## config.mk

```make
export PLATFORM = sky130hd
export DESIGN_NAME = prf_wr_arbiter
export DESIGN_NICKNAME = d
export VERILOG_FILES = /design/src/rtl/prf_wr_arbiter_pkg.sv /design/src/rtl/prf_wr_arbiter_input_buffer.sv /design/src/rtl/prf_wr_arbiter.sv
export SDC_FILE = /design/constraint.sdc
export NUM_CORES = 2
export LEC_CHECK = 0
export ABC_AREA = 1
export CORE_ASPECT_RATIO = 0.9
export CORE_MARGIN = 4
export CORE_UTILIZATION = 50
export DETAILED_ROUTE_END_ITERATION = 12
export DONT_BUFFER_PORTS = 1
export PLACE_DENSITY = 0.62
export SETUP_SLACK_MARGIN = 0.4
export SLEW_MARGIN = 20
export SYNTH_ARGS = -nofsm -noshare
export SYNTH_HDL_FRONTEND = slang
export SYNTH_SLANG_ARGS = --single-unit
```

## constraint.sdc

```tcl
create_clock -name CLK -period 7.4 [get_ports CLK]
set_input_delay 0.37 -clock CLK [delete_from_list [all_inputs] [get_ports CLK]]
set_output_delay 0.37 -clock CLK [all_outputs]
set_load 0.03 [all_outputs]
```

## src/rtl/prf_wr_arbiter_pkg.sv

```systemverilog
// Shared types and helpers for the PRF write-bank arbiter: register/data widths,
// the buffered write request payload and the bank/row split of a physical register.
package prf_wr_arbiter_pkg;

  localparam int unsigned XLEN                     = 32;
  localparam int unsigned LOG_PR_COUNT             = 7;
  localparam int unsigned PRF_WR_COUNT             = 8;
  localparam int unsigned PRF_BANK_COUNT           = 4;
  localparam int unsigned LOG_PRF_BANK_COUNT       = 2;
  localparam int unsigned PRF_WR_INPUT_BUFFER_SIZE = 2;

  typedef logic [XLEN-1:0]                            xlen_t;
  typedef logic [LOG_PR_COUNT-1:0]                    pr_t;
  typedef logic [LOG_PR_COUNT-LOG_PRF_BANK_COUNT-1:0] upper_pr_t;
  typedef logic [LOG_PRF_BANK_COUNT-1:0]              pr_bank_t;
  typedef logic [$clog2(PRF_WR_COUNT)-1:0]            prf_wr_port_t;

  typedef struct packed {
    pr_t   pr;
    xlen_t data;
  } prf_wr_req_t;

  // Row within the bank: everything above the bank-select bits.
  function automatic upper_pr_t upper_pr_bits(input pr_t pr);
    return pr[LOG_PR_COUNT-1:LOG_PRF_BANK_COUNT];
  endfunction

  function automatic pr_bank_t pr_bank_bits(input pr_t pr);
    return pr[LOG_PRF_BANK_COUNT-1:0];
  endfunction

endpackage

```

## src/rtl/prf_wr_arbiter_input_buffer.sv

```systemverilog
// Per-source write request FIFO. ready and head_valid are registered from the
// next count, so a full buffer that dequeues still reports not-ready that cycle.
module prf_wr_input_buffer
  import prf_wr_arbiter_pkg::*;
#(
  parameter int unsigned DEPTH = PRF_WR_INPUT_BUFFER_SIZE
) (
  input  logic        CLK,
  input  logic        RST,
  input  logic        enq,
  input  prf_wr_req_t enq_data,
  input  logic        deq,
  output logic        head_valid,
  output prf_wr_req_t head,
  output logic        ready
);

  localparam int unsigned PTR_W = (DEPTH > 1) ? $clog2(DEPTH) : 1;
  localparam int unsigned CNT_W = $clog2(DEPTH + 1);

  prf_wr_req_t      mem [DEPTH];
  logic [PTR_W-1:0] wr_ptr;
  logic [PTR_W-1:0] rd_ptr;
  logic [CNT_W-1:0] count;
  logic [CNT_W-1:0] count_n;
  logic             do_enq;
  logic             do_deq;

  function automatic logic [PTR_W-1:0] ptr_inc(input logic [PTR_W-1:0] p);
    return (p == PTR_W'(DEPTH - 1)) ? '0 : p + PTR_W'(1);
  endfunction

  assign do_enq = enq && ready;
  assign do_deq = deq && head_valid;

  always_comb begin
    count_n = count;
    if (do_enq && !do_deq)      count_n = count + CNT_W'(1);
    else if (!do_enq && do_deq) count_n = count - CNT_W'(1);
  end

  always_ff @(posedge CLK or posedge RST) begin
    if (RST) begin
      wr_ptr     <= '0;
      rd_ptr     <= '0;
      count      <= '0;
      ready      <= 1'b1;
      head_valid <= 1'b0;
    end else begin
      if (do_enq) wr_ptr <= ptr_inc(wr_ptr);
      if (do_deq) rd_ptr <= ptr_inc(rd_ptr);
      count      <= count_n;
      ready      <= (count_n < CNT_W'(DEPTH));
      head_valid <= (count_n != '0);
    end
  end

  // Payload storage needs no reset: head_valid qualifies every read.
  always_ff @(posedge CLK) begin
    if (do_enq) mem[wr_ptr] <= enq_data;
  end

  assign head = mem[rd_ptr];

endmodule

```

## src/rtl/prf_wr_arbiter.sv

```systemverilog
// Shares the four PRF write banks among eight writeback sources: per-source FIFOs,
// per-bank round-robin over FIFO heads, registered bank write with winning port.
module prf_wr_arbiter
  import prf_wr_arbiter_pkg::*;
(
  input  logic                      CLK,
  input  logic                      RST,
  input  logic [PRF_WR_COUNT-1:0]   wr_valid_by_port,
  input  pr_t                       wr_pr_by_port [PRF_WR_COUNT],
  input  xlen_t                     wr_data_by_port [PRF_WR_COUNT],
  output logic [PRF_WR_COUNT-1:0]   wr_ready_by_port,
  output logic [PRF_BANK_COUNT-1:0] bank_wr_valid_by_bank,
  output upper_pr_t                 bank_wr_upper_pr_by_bank [PRF_BANK_COUNT],
  output xlen_t                     bank_wr_data_by_bank [PRF_BANK_COUNT],
  output prf_wr_port_t              bank_wr_port_by_bank [PRF_BANK_COUNT]
);

  logic [PRF_WR_COUNT-1:0]   enq;
  logic [PRF_WR_COUNT-1:0]   deq;
  logic [PRF_WR_COUNT-1:0]   head_valid;
  prf_wr_req_t               head [PRF_WR_COUNT];
  prf_wr_port_t              rr_ptr [PRF_BANK_COUNT];
  logic [PRF_BANK_COUNT-1:0] win_found;
  prf_wr_port_t              win_idx [PRF_BANK_COUNT];

  assign enq = wr_valid_by_port & wr_ready_by_port;

  for (genvar p = 0; p < PRF_WR_COUNT; p++) begin : g_port
    prf_wr_req_t enq_req;
    assign enq_req = '{pr: wr_pr_by_port[p], data: wr_data_by_port[p]};

    prf_wr_input_buffer #(
      .DEPTH(PRF_WR_INPUT_BUFFER_SIZE)
    ) u_buf (
      .CLK       (CLK),
      .RST       (RST),
      .enq       (enq[p]),
      .enq_data  (enq_req),
      .deq       (deq[p]),
      .head_valid(head_valid[p]),
      .head      (head[p]),
      .ready     (wr_ready_by_port[p])
    );
  end

  // Per bank: first candidate head at or after rr_ptr, wrapping over the port space.
  for (genvar b = 0; b < PRF_BANK_COUNT; b++) begin : g_bank
    logic [PRF_WR_COUNT-1:0] cand;
    logic                    found;
    prf_wr_port_t            idx;

    always_comb begin
      cand = '0;
      for (int p = 0; p < PRF_WR_COUNT; p++) begin
        cand[p] = head_valid[p] && (pr_bank_bits(head[p].pr) == pr_bank_t'(b));
      end
    end

    always_comb begin
      found = 1'b0;
      idx   = rr_ptr[b];
      for (int i = 0; i < PRF_WR_COUNT; i++) begin
        if (!found && cand[rr_ptr[b] + prf_wr_port_t'(i)]) begin
          found = 1'b1;
          idx   = rr_ptr[b] + prf_wr_port_t'(i);
        end
      end
    end

    assign win_found[b] = found;
    assign win_idx[b]   = idx;
  end

  // A head maps to exactly one bank, so each port sees at most one grant.
  always_comb begin
    deq = '0;
    for (int b = 0; b < PRF_BANK_COUNT; b++) begin
      if (win_found[b]) deq[win_idx[b]] = 1'b1;
    end
  end

  always_ff @(posedge CLK or posedge RST) begin
    if (RST) begin
      bank_wr_valid_by_bank <= '0;
      for (int b = 0; b < PRF_BANK_COUNT; b++) begin
        rr_ptr[b]                   <= '0;
        bank_wr_upper_pr_by_bank[b] <= '0;
        bank_wr_data_by_bank[b]     <= '0;
        bank_wr_port_by_bank[b]     <= '0;
      end
    end else begin
      for (int b = 0; b < PRF_BANK_COUNT; b++) begin
        bank_wr_valid_by_bank[b] <= win_found[b];
        if (win_found[b]) begin
          rr_ptr[b]                   <= win_idx[b] + prf_wr_port_t'(1);
          bank_wr_upper_pr_by_bank[b] <= upper_pr_bits(head[win_idx[b]].pr);
          bank_wr_data_by_bank[b]     <= head[win_idx[b]].data;
          bank_wr_port_by_bank[b]     <= win_idx[b];
        end
      end
    end
  end

endmodule

```

Yosys cells after proc, flatten, opt, wreduce, memory -nomap -nowiden

Memories as Yosys holds them, arrays and structs flattened.
Cells that the tools add are included.

Flip-flop bits (word level): 224
Memory bits (writable): 624
Input bits: 322
Output and inout bits: 172
Memories: 8

Add/sub/neg operators: 64
Magnitude comparators: 52
Eq/ne operators: 24
Muxes and demuxes: 196
Bitwise gates (word level): 8
Reductions and logical operators: 156

Memory list:

| memory              | words | width | rd ports | clocked after Yosys merged registers in | wr ports | RTL line                          | RTL |
|---|---|---|---|---|---|---|---|
| g_port[0].u_buf.mem | 2     | 39    | 1        | 0                                       | 1        | prf_wr_arbiter_input_buffer.sv:21 | `prf_wr_req_t mem [DEPTH];` |
| g_port[1].u_buf.mem | 2     | 39    | 1        | 0                                       | 1        | prf_wr_arbiter_input_buffer.sv:21 |  |
| g_port[2].u_buf.mem | 2     | 39    | 1        | 0                                       | 1        | prf_wr_arbiter_input_buffer.sv:21 |  |
| g_port[3].u_buf.mem | 2     | 39    | 1        | 0                                       | 1        | prf_wr_arbiter_input_buffer.sv:21 |  |
| g_port[4].u_buf.mem | 2     | 39    | 1        | 0                                       | 1        | prf_wr_arbiter_input_buffer.sv:21 |  |
| g_port[5].u_buf.mem | 2     | 39    | 1        | 0                                       | 1        | prf_wr_arbiter_input_buffer.sv:21 |  |
| 2 more memories     | --    | --    | --       | --                                      | --       | --                                |  |

Operators by type and width:

| cell                                               | number |
|---|---|
| binary-select mux 39 bit (select 3 bit)            | 4 |
| two-way mux 39 bit                                 | 8 |
| < comparator 3 x 4 -> 1 bit, second input constant | 36 |
| two-way mux 1 bit                                  | 100 |
| binary-select mux 1 bit (select 3 bit)             | 32 |
| logical AND 1 bit                                  | 96 |
| two-way mux 3 bit                                  | 28 |
| adder 3 bit, second input constant                 | 16 |
| zero test 1 bit                                    | 44 |
| == test 2 bit, second input constant               | 16 |
| two-way mux 2 bit                                  | 16 |
| two-way mux 8 bit                                  | 4 |
| adder 3 x 1 -> 3 bit, second input constant        | 8 |
| adder 3 x 2 -> 3 bit, second input constant        | 8 |
| OR 8 bit                                           | 3 |
| adder 1 bit, second input constant                 | 16 |
| adder 2 x 1 -> 2 bit, second input constant        | 8 |
| == test 2 x 1 -> 1 bit, second input constant      | 8 |
| >= comparator 4 bit, second input constant         | 4 |
| zero test 2 bit                                    | 8 |
| < comparator 2 bit, second input constant          | 8 |
| NOT 3 -> 4 bit                                     | 4 |
| nonzero test 2 bit                                 | 8 |
| subtractor 2 x 1 -> 2 bit, second input constant   | 8 |
| other kinds (3)                                    | 9 |

Longest topological paths before layout

An unclocked memory read counts as a cell.

Depth in word-level cells: 43
Gate-level depth with buffers: 31
Depth with buffers taken out: 30

Hierarchy

A second synthesis with hierarchy kept.

Cells, all modules: 6708
Area, all modules: 49135.9 um^2

Modules (own cells, without submodules):

| module                                    | times used | cells each | area an instance (um^2) | sequential area each (um^2) |
|---|---|---|---|---|
| prf_wr_arbiter                            | 1          | 4812       | 24194.5                 | 4404.2 |
| prf_wr_input_buffer (g_port[1].u_buf ...) | 6          | 237        | 3115.5                  | 2493.6 |
| prf_wr_input_buffer (g_port[0].u_buf ...) | 2          | 237        | 3124.2                  | 2493.6 |

Worst setup path after synthesis

Ideal clock, no wire load.

Kind: reg-to-reg
Start point: reg rr_ptr[6] (netlist bit)
End point: reg g_port[5].u_buf.head_valid
Data arrival time: 3.298 ns
Required time: 7.275 ns
Setup slack: 3.977 ns
Stages on the path, launching flop included: 23
Buffers on the path: 3
Path through: dfrtp_1 -> clkbuf_1 -> inv_1 -> buf_4 -> ha_1 -> clkbuf_1 -> clkinv_1 -> nand3_1 -> nand2_1 -> nand2_1 -> o21ai_2 -> nor2_4 -> nand4_2 -> nor2_1 -> nor2_1 -> nand4_1 -> nand2_1 -> nor2_2 -> nand2_1 -> nand2_1 -> nand2_1 -> nand2_1 -> nand3_1

Longest elaborated chain between the ends: 39

Ends and longest elaborated chain:

| element                                                                       | RTL line                                                             | RTL |
|---|---|---|
| start: declaration                                                            | prf_wr_arbiter.sv:22                                                 | `prf_wr_port_t rr_ptr [PRF_BANK_COUNT];` |
| start signal: indexed assignment                                              | prf_wr_arbiter.sv:95                                                 | `rr_ptr[b] <= win_idx[b] + prf_wr_port_t'(1);` |
| parallel branches: the longest is 29 deep, another holds adder 3 x 1 -> 3 bit | --                                                                   |  |
| two-way mux 8 bit *                                                           | prf_wr_arbiter.sv:78                                                 | `if (win_found[b]) deq[win_idx[b]] = 1'b1;` |
| OR 8 bit (no source line)                                                     | --                                                                   |  |
| two-way mux 8 bit *                                                           | prf_wr_arbiter.sv:78                                                 |  |
| OR 8 bit (no source line)                                                     | --                                                                   |  |
| two-way mux 8 bit *                                                           | prf_wr_arbiter.sv:78                                                 |  |
| logical AND 1 bit *                                                           | prf_wr_arbiter_input_buffer.sv:34                                    | `assign do_deq = deq && head_valid;` |
| logical AND 1 bit / zero test 1 bit (equally long branches)                   | prf_wr_arbiter_input_buffer.sv:39, prf_wr_arbiter_input_buffer.sv:38 |  |
| two-way mux 2 bit / logical AND 1 bit (equally long branches)                 | prf_wr_arbiter_input_buffer.sv:39, prf_wr_arbiter_input_buffer.sv:38 |  |
| two-way mux 2 bit *                                                           | prf_wr_arbiter_input_buffer.sv:38                                    | `if (do_enq && !do_deq) count_n = count + CNT_W'(1);` |
| nonzero test 2 bit *                                                          | prf_wr_arbiter_input_buffer.sv:54                                    | `head_valid <= (count_n != '0);` |
| end signal: assignment                                                        | prf_wr_arbiter_input_buffer.sv:54                                    |  |
| end: declaration                                                              | prf_wr_arbiter_input_buffer.sv:13                                    | `output logic head_valid,` |

Every way passes the cells marked *. The select of a mux whose other input is x is not followed.
A chain may end at the register's enable or synchronous reset.

Worst setup path after layout

Start point: reg g_port[6].u_buf.rd_ptr
End point: reg g_port[3].u_buf.ready

Longest elaborated chain between the ends: 43

Ends and longest elaborated chain:

| element                                                       | RTL line                                                             | RTL |
|---|---|---|
| start: declaration                                            | prf_wr_arbiter_input_buffer.sv:23                                    | `logic [PTR_W-1:0] rd_ptr;` |
| start signal: assignment                                      | prf_wr_arbiter_input_buffer.sv:51                                    | `if (do_deq) rd_ptr <= ptr_inc(rd_ptr);` |
| memory read (2 x 39 bit) *                                    | --                                                                   |  |
| zero test 2 bit                                               | prf_wr_arbiter.sv:55                                                 | `cand[p] = head_valid[p] && (pr_bank_bits(head[p].pr) == pr_bank_t'(b));` |
| logical AND 1 bit                                             | prf_wr_arbiter.sv:55                                                 |  |
| binary-select mux 1 bit (select 3 bit)                        | prf_wr_arbiter.sv:63                                                 | `if (!found && cand[rr_ptr[b] + prf_wr_port_t'(i)]) begin` |
| two-way mux 1 bit (not written as such)                       | prf_wr_arbiter.sv:63                                                 |  |
| two-way mux 1 bit                                             | prf_wr_arbiter.sv:63                                                 |  |
| zero test 1 bit                                               | prf_wr_arbiter.sv:63                                                 |  |
| logical AND 1 bit                                             | prf_wr_arbiter.sv:63                                                 |  |
| [... 28 more ...]                                             | --                                                                   |  |
| OR 8 bit (no source line)                                     | --                                                                   |  |
| two-way mux 8 bit *                                           | prf_wr_arbiter.sv:78                                                 |  |
| logical AND 1 bit *                                           | prf_wr_arbiter_input_buffer.sv:34                                    |  |
| logical AND 1 bit / zero test 1 bit (equally long branches)   | prf_wr_arbiter_input_buffer.sv:39, prf_wr_arbiter_input_buffer.sv:38 |  |
| two-way mux 2 bit / logical AND 1 bit (equally long branches) | prf_wr_arbiter_input_buffer.sv:39, prf_wr_arbiter_input_buffer.sv:38 |  |
| two-way mux 2 bit *                                           | prf_wr_arbiter_input_buffer.sv:38                                    |  |
| net g_port[3].u_buf.count_n[1]                                | prf_wr_arbiter_input_buffer.sv:25                                    | `logic [CNT_W-1:0] count_n;` |
| < comparator 2 bit *                                          | prf_wr_arbiter_input_buffer.sv:53                                    | `ready <= (count_n < CNT_W'(DEPTH));` |
| end signal: assignment                                        | prf_wr_arbiter_input_buffer.sv:53                                    |  |
| end: declaration                                              | prf_wr_arbiter_input_buffer.sv:15                                    | `output logic ready` |

The timed path passes the listed nets; every way through them passes the cells marked *. The select of a mux whose other input is x is not followed.

==> flow_metrics.tcl <==
set metrics [dict create \
    cts_max_level 3 \
    worstMarginPinSlew_ns 1.09 \
    synth_cells 5014 \
    drt_iter0_markers 4152 \
    wl_per_cell_um 26.6 \
    critPathBufInv 4 \
    maxSlewHeadroom_pct 26.9 \
    fmax_mhz 175 \
    synth_area_per_cell_um2 8.79 \
    end_kind "flip-flop" \
    clock_sinks 848 \
    post_cts_buffers 0 \
    ant_nets 0 \
    r2r_slack_ns 1.68 \
    status "finished, final reports clean" \
    viasPerCell 5.90 \
    cp.required_ns 8.00 \
    dieArea_um2 92900 \
    cp_slowest_cell "dfrtp_2" \
    drt-total-wl_um 170000 \
    cp.arrival_ns 6.32 \
    cts_hold_buf 313 \
    synth_warnings 0 \
    root_buffer "clkbuf_16" \
    cap_violations 0 \
    dpl.hpwl_um 125000 \
    synth_cell_types 48 \
    layout_setup_ws_ns 1.68 \
    ys_seq_area_share_pct 55.3 \
    ys_ff_latch 848 \
    layout-drive-gt1-share_pct 7.02 \
    die_w_um 321 \
    final.period_utilization_pct 77.3 \
    synth_nets 5347 \
    skew_ns 0.0220 \
    clock_path_buffers 3 \
    clk_pin_slew_ns 0.07 \
    critPathMostFrequentCell "nand2_1" \
    grt_pass1_wl_um 239000 \
    grt_max_degree 148 \
    numCtsBuffers 88 \
    crit_end "g_port[3].u_buf.ready" \
    areaGrowthSynthToFinish_pct 15.4 \
    hold_viol 0 \
    yosys_most_used_dff "edfxtp_1" \
    ff2ff_path_depth 27 \
    syn_area_um2 44100 \
    grt_pass1_vias 35000 \
    critPathKind "flip-flop to flip-flop" \
    drc_errors 0 \
    nets 5512 \
    start_util_pct 50.8 \
    post-place-ws_ns 1.83 \
    crit_path_start_kind "flip-flop" \
    hp-class "primary input to flip-flop" \
    port_buffers 0 \
    cp.depth 27 \
    final_cells 6401 \
    cpLargestDelayFamily "simple AND/OR/NAND/NOR gates" \
    finalSetupViolCount 0 \
    gp_congestion 1.00 \
    design.portCount 494 \
    crit_start "g_port[6].u_buf.rd_ptr" \
    cp_max_fo 41 \
    period_needed_ns 5.72 \
    core_um2 86700 \
    rsz0062_at_grt "false" \
    rr_endpoint "g_port[3].u_buf.ready" \
    grt.overflow.total 0 \
    setup_tns_ns 0 \
    slew_violations 0 \
    num_rows 102 \
    grt_use_total_pct 35.6 \
    fp.dieH_um 290 \
    cts_resized 0 \
    async_reset_ff_share_pct 26.4 \
    antenna_found_initial 4 \
    drt_first_pass_iters 6 \
    synth-edff-count 624 \
    critPathMaxStageDelay_ns 0.87 \
    cts_tree "done" \
    rr_startpoint "g_port[6].u_buf.rd_ptr" \
    via_count 37800 \
    dpl.cell_count 5918 \
    insertion_delay_ns 0.67 \
]
==> final cells by class <==
class | instances | area [um2]
clock buffer | 112 | 2390
inverter | 211 | 817
timing repair buffer | 371 | 3630
multi-input combinational | 3659 | 17600
fill | 7425 | 35800
clock inverter | 52 | 568
tap | 1144 | 1430
sequential | 848 | 24400
antenna | 4 | 10.0
==> cell usage in the layout (no fill, tap or decap), types with 69 or more instances in the layout <==
master / Yosys / final
a21oi_1: 193 / 193
a41oi_1: 69 / 69
o21ai_0: 459 / 459
edfxtp_1: 624 / 624
nand2_1: 1980 / 1979
clkbuf_16: 0 / 91
inv_1: 166 / 163
dfrtp_1: 216 / 211
mux2i_1: 124 / 124
nand3_1: 274 / 274
nor2_1: 173 / 155
dlygate4sd3_1: 0 / 313
==> stage by stage <==
step                utilization (%)  hold slack, ns  area (um2)
floorplan                         -           0.469       44100
global placement               51.6           0.430       44700
detailed placement             51.6           0.425       44700
CTS                            58.6          0.0331       50800
global route                   58.6          0.0830       50800
finish                         58.6          0.0548       50800
==> flip-flops by register name (all words and copies together) (netlist names) <==
register / flops
bank_wr_valid_by_bank: 4
g_port.u_buf.rd_ptr: 8
bank_wr_port_by_bank: 12
g_port.u_buf.ready: 8
bank_wr_data_by_bank: 128
g_port.u_buf.count: 16
g_port.u_buf.head_valid: 8
rr_ptr: 12
g_port.u_buf.mem: 624
bank_wr_upper_pr_by_bank: 20
g_port.u_buf.wr_ptr: 8
==> synth_stat cells (10+ instances only) <==
| library cell | count | area, um2 |
|---|---|---|
| o21ai_0 | 459 | 2300 |
| xor2_1 | 23 | 201 |
| o211ai_1 | 38 | 285 |
| or2_0 | 16 | 100 |
| nand3_2 | 10 | 100 |
| xnor2_1 | 10 | 87.6 |
| nor2_4 | 12 | 135 |
| nand2_2 | 29 | 181 |
| clkbuf_1 | 135 | 507 |
| buf_1 | 13 | 48.8 |
| or2_2 | 20 | 125 |
| nor2_1 | 173 | 649 |
| buf_4 | 42 | 315 |
| edfxtp_1 | 624 | 18700 |
| dfrtp_1 | 216 | 5410 |
| ha_1 | 11 | 138 |
| o21ai_1 | 29 | 145 |
| a41oi_1 | 69 | 604 |
| inv_2 | 36 | 135 |
| buf_2 | 97 | 485 |
| nand3_1 | 274 | 1370 |
| inv_1 | 166 | 623 |
| nand4_1 | 48 | 300 |
| a22o_1 | 14 | 123 |
| nand2_1 | 1980 | 7430 |
| a21oi_1 | 193 | 966 |
| o22ai_1 | 22 | 138 |
| a22oi_1 | 39 | 293 |
| nor2_2 | 19 | 119 |
| o31ai_1 | 12 | 90.1 |
| mux2i_1 | 124 | 1240 |
==> cell families after synthesis <==
kind of cell	Yosys count	synth area share (%)
AND/OR/NAND/NOR	2593	24.2
AO/OA/AOI/OAI	898	11.6
multiplexers	124	2.82
buffers and inverters	507	5.14
XOR/XNOR	33	0.656
flip-flops	848	55.3
adder cells (fa/ha/maj)	11	0.312
==> worst min-delay path by stage <==
stage	start	to	slack (ns)	cells after the start
3_5_place_dp	RST	g_port[5].u_buf.wr_ptr	0.43	1
5_1_grt	wr_valid_by_port[1]	g_port[1].u_buf.wr_ptr	0.08	2
3_3_place_gp	RST	g_port[5].u_buf.wr_ptr	0.43	1
4_1_cts	wr_valid_by_port[4]	g_port[4].u_buf.wr_ptr	0.03	2
6_report	wr_valid_by_port[4]	g_port[4].u_buf.wr_ptr	0.05	2
2_1_floorplan	wr_data_by_port[224]	g_port[0].u_buf.mem[0][0]	0.47	0
==> layer usage <==
| metal | vias up | part of all wire (%) | global-route usage, % | wire (um) |
|---|---|---|---|---|
| met3 | 473 | 9.1 | 10.3 | 15600 |
| met5 | - | 0.029 | 0 | 50 |
| met4 | 6 | 7.5 | 22.8 | 12800 |
| li1 | 17400 | - | - | - |
| met2 | 1810 | 48 | 59.5 | 81500 |
| met1 | 18100 | 35 | 40.4 | 60500 |
Power is left out: the tool's default activity adds up to more than one toggle a clock period on the data nets, which glitch-free logic cannot reach.
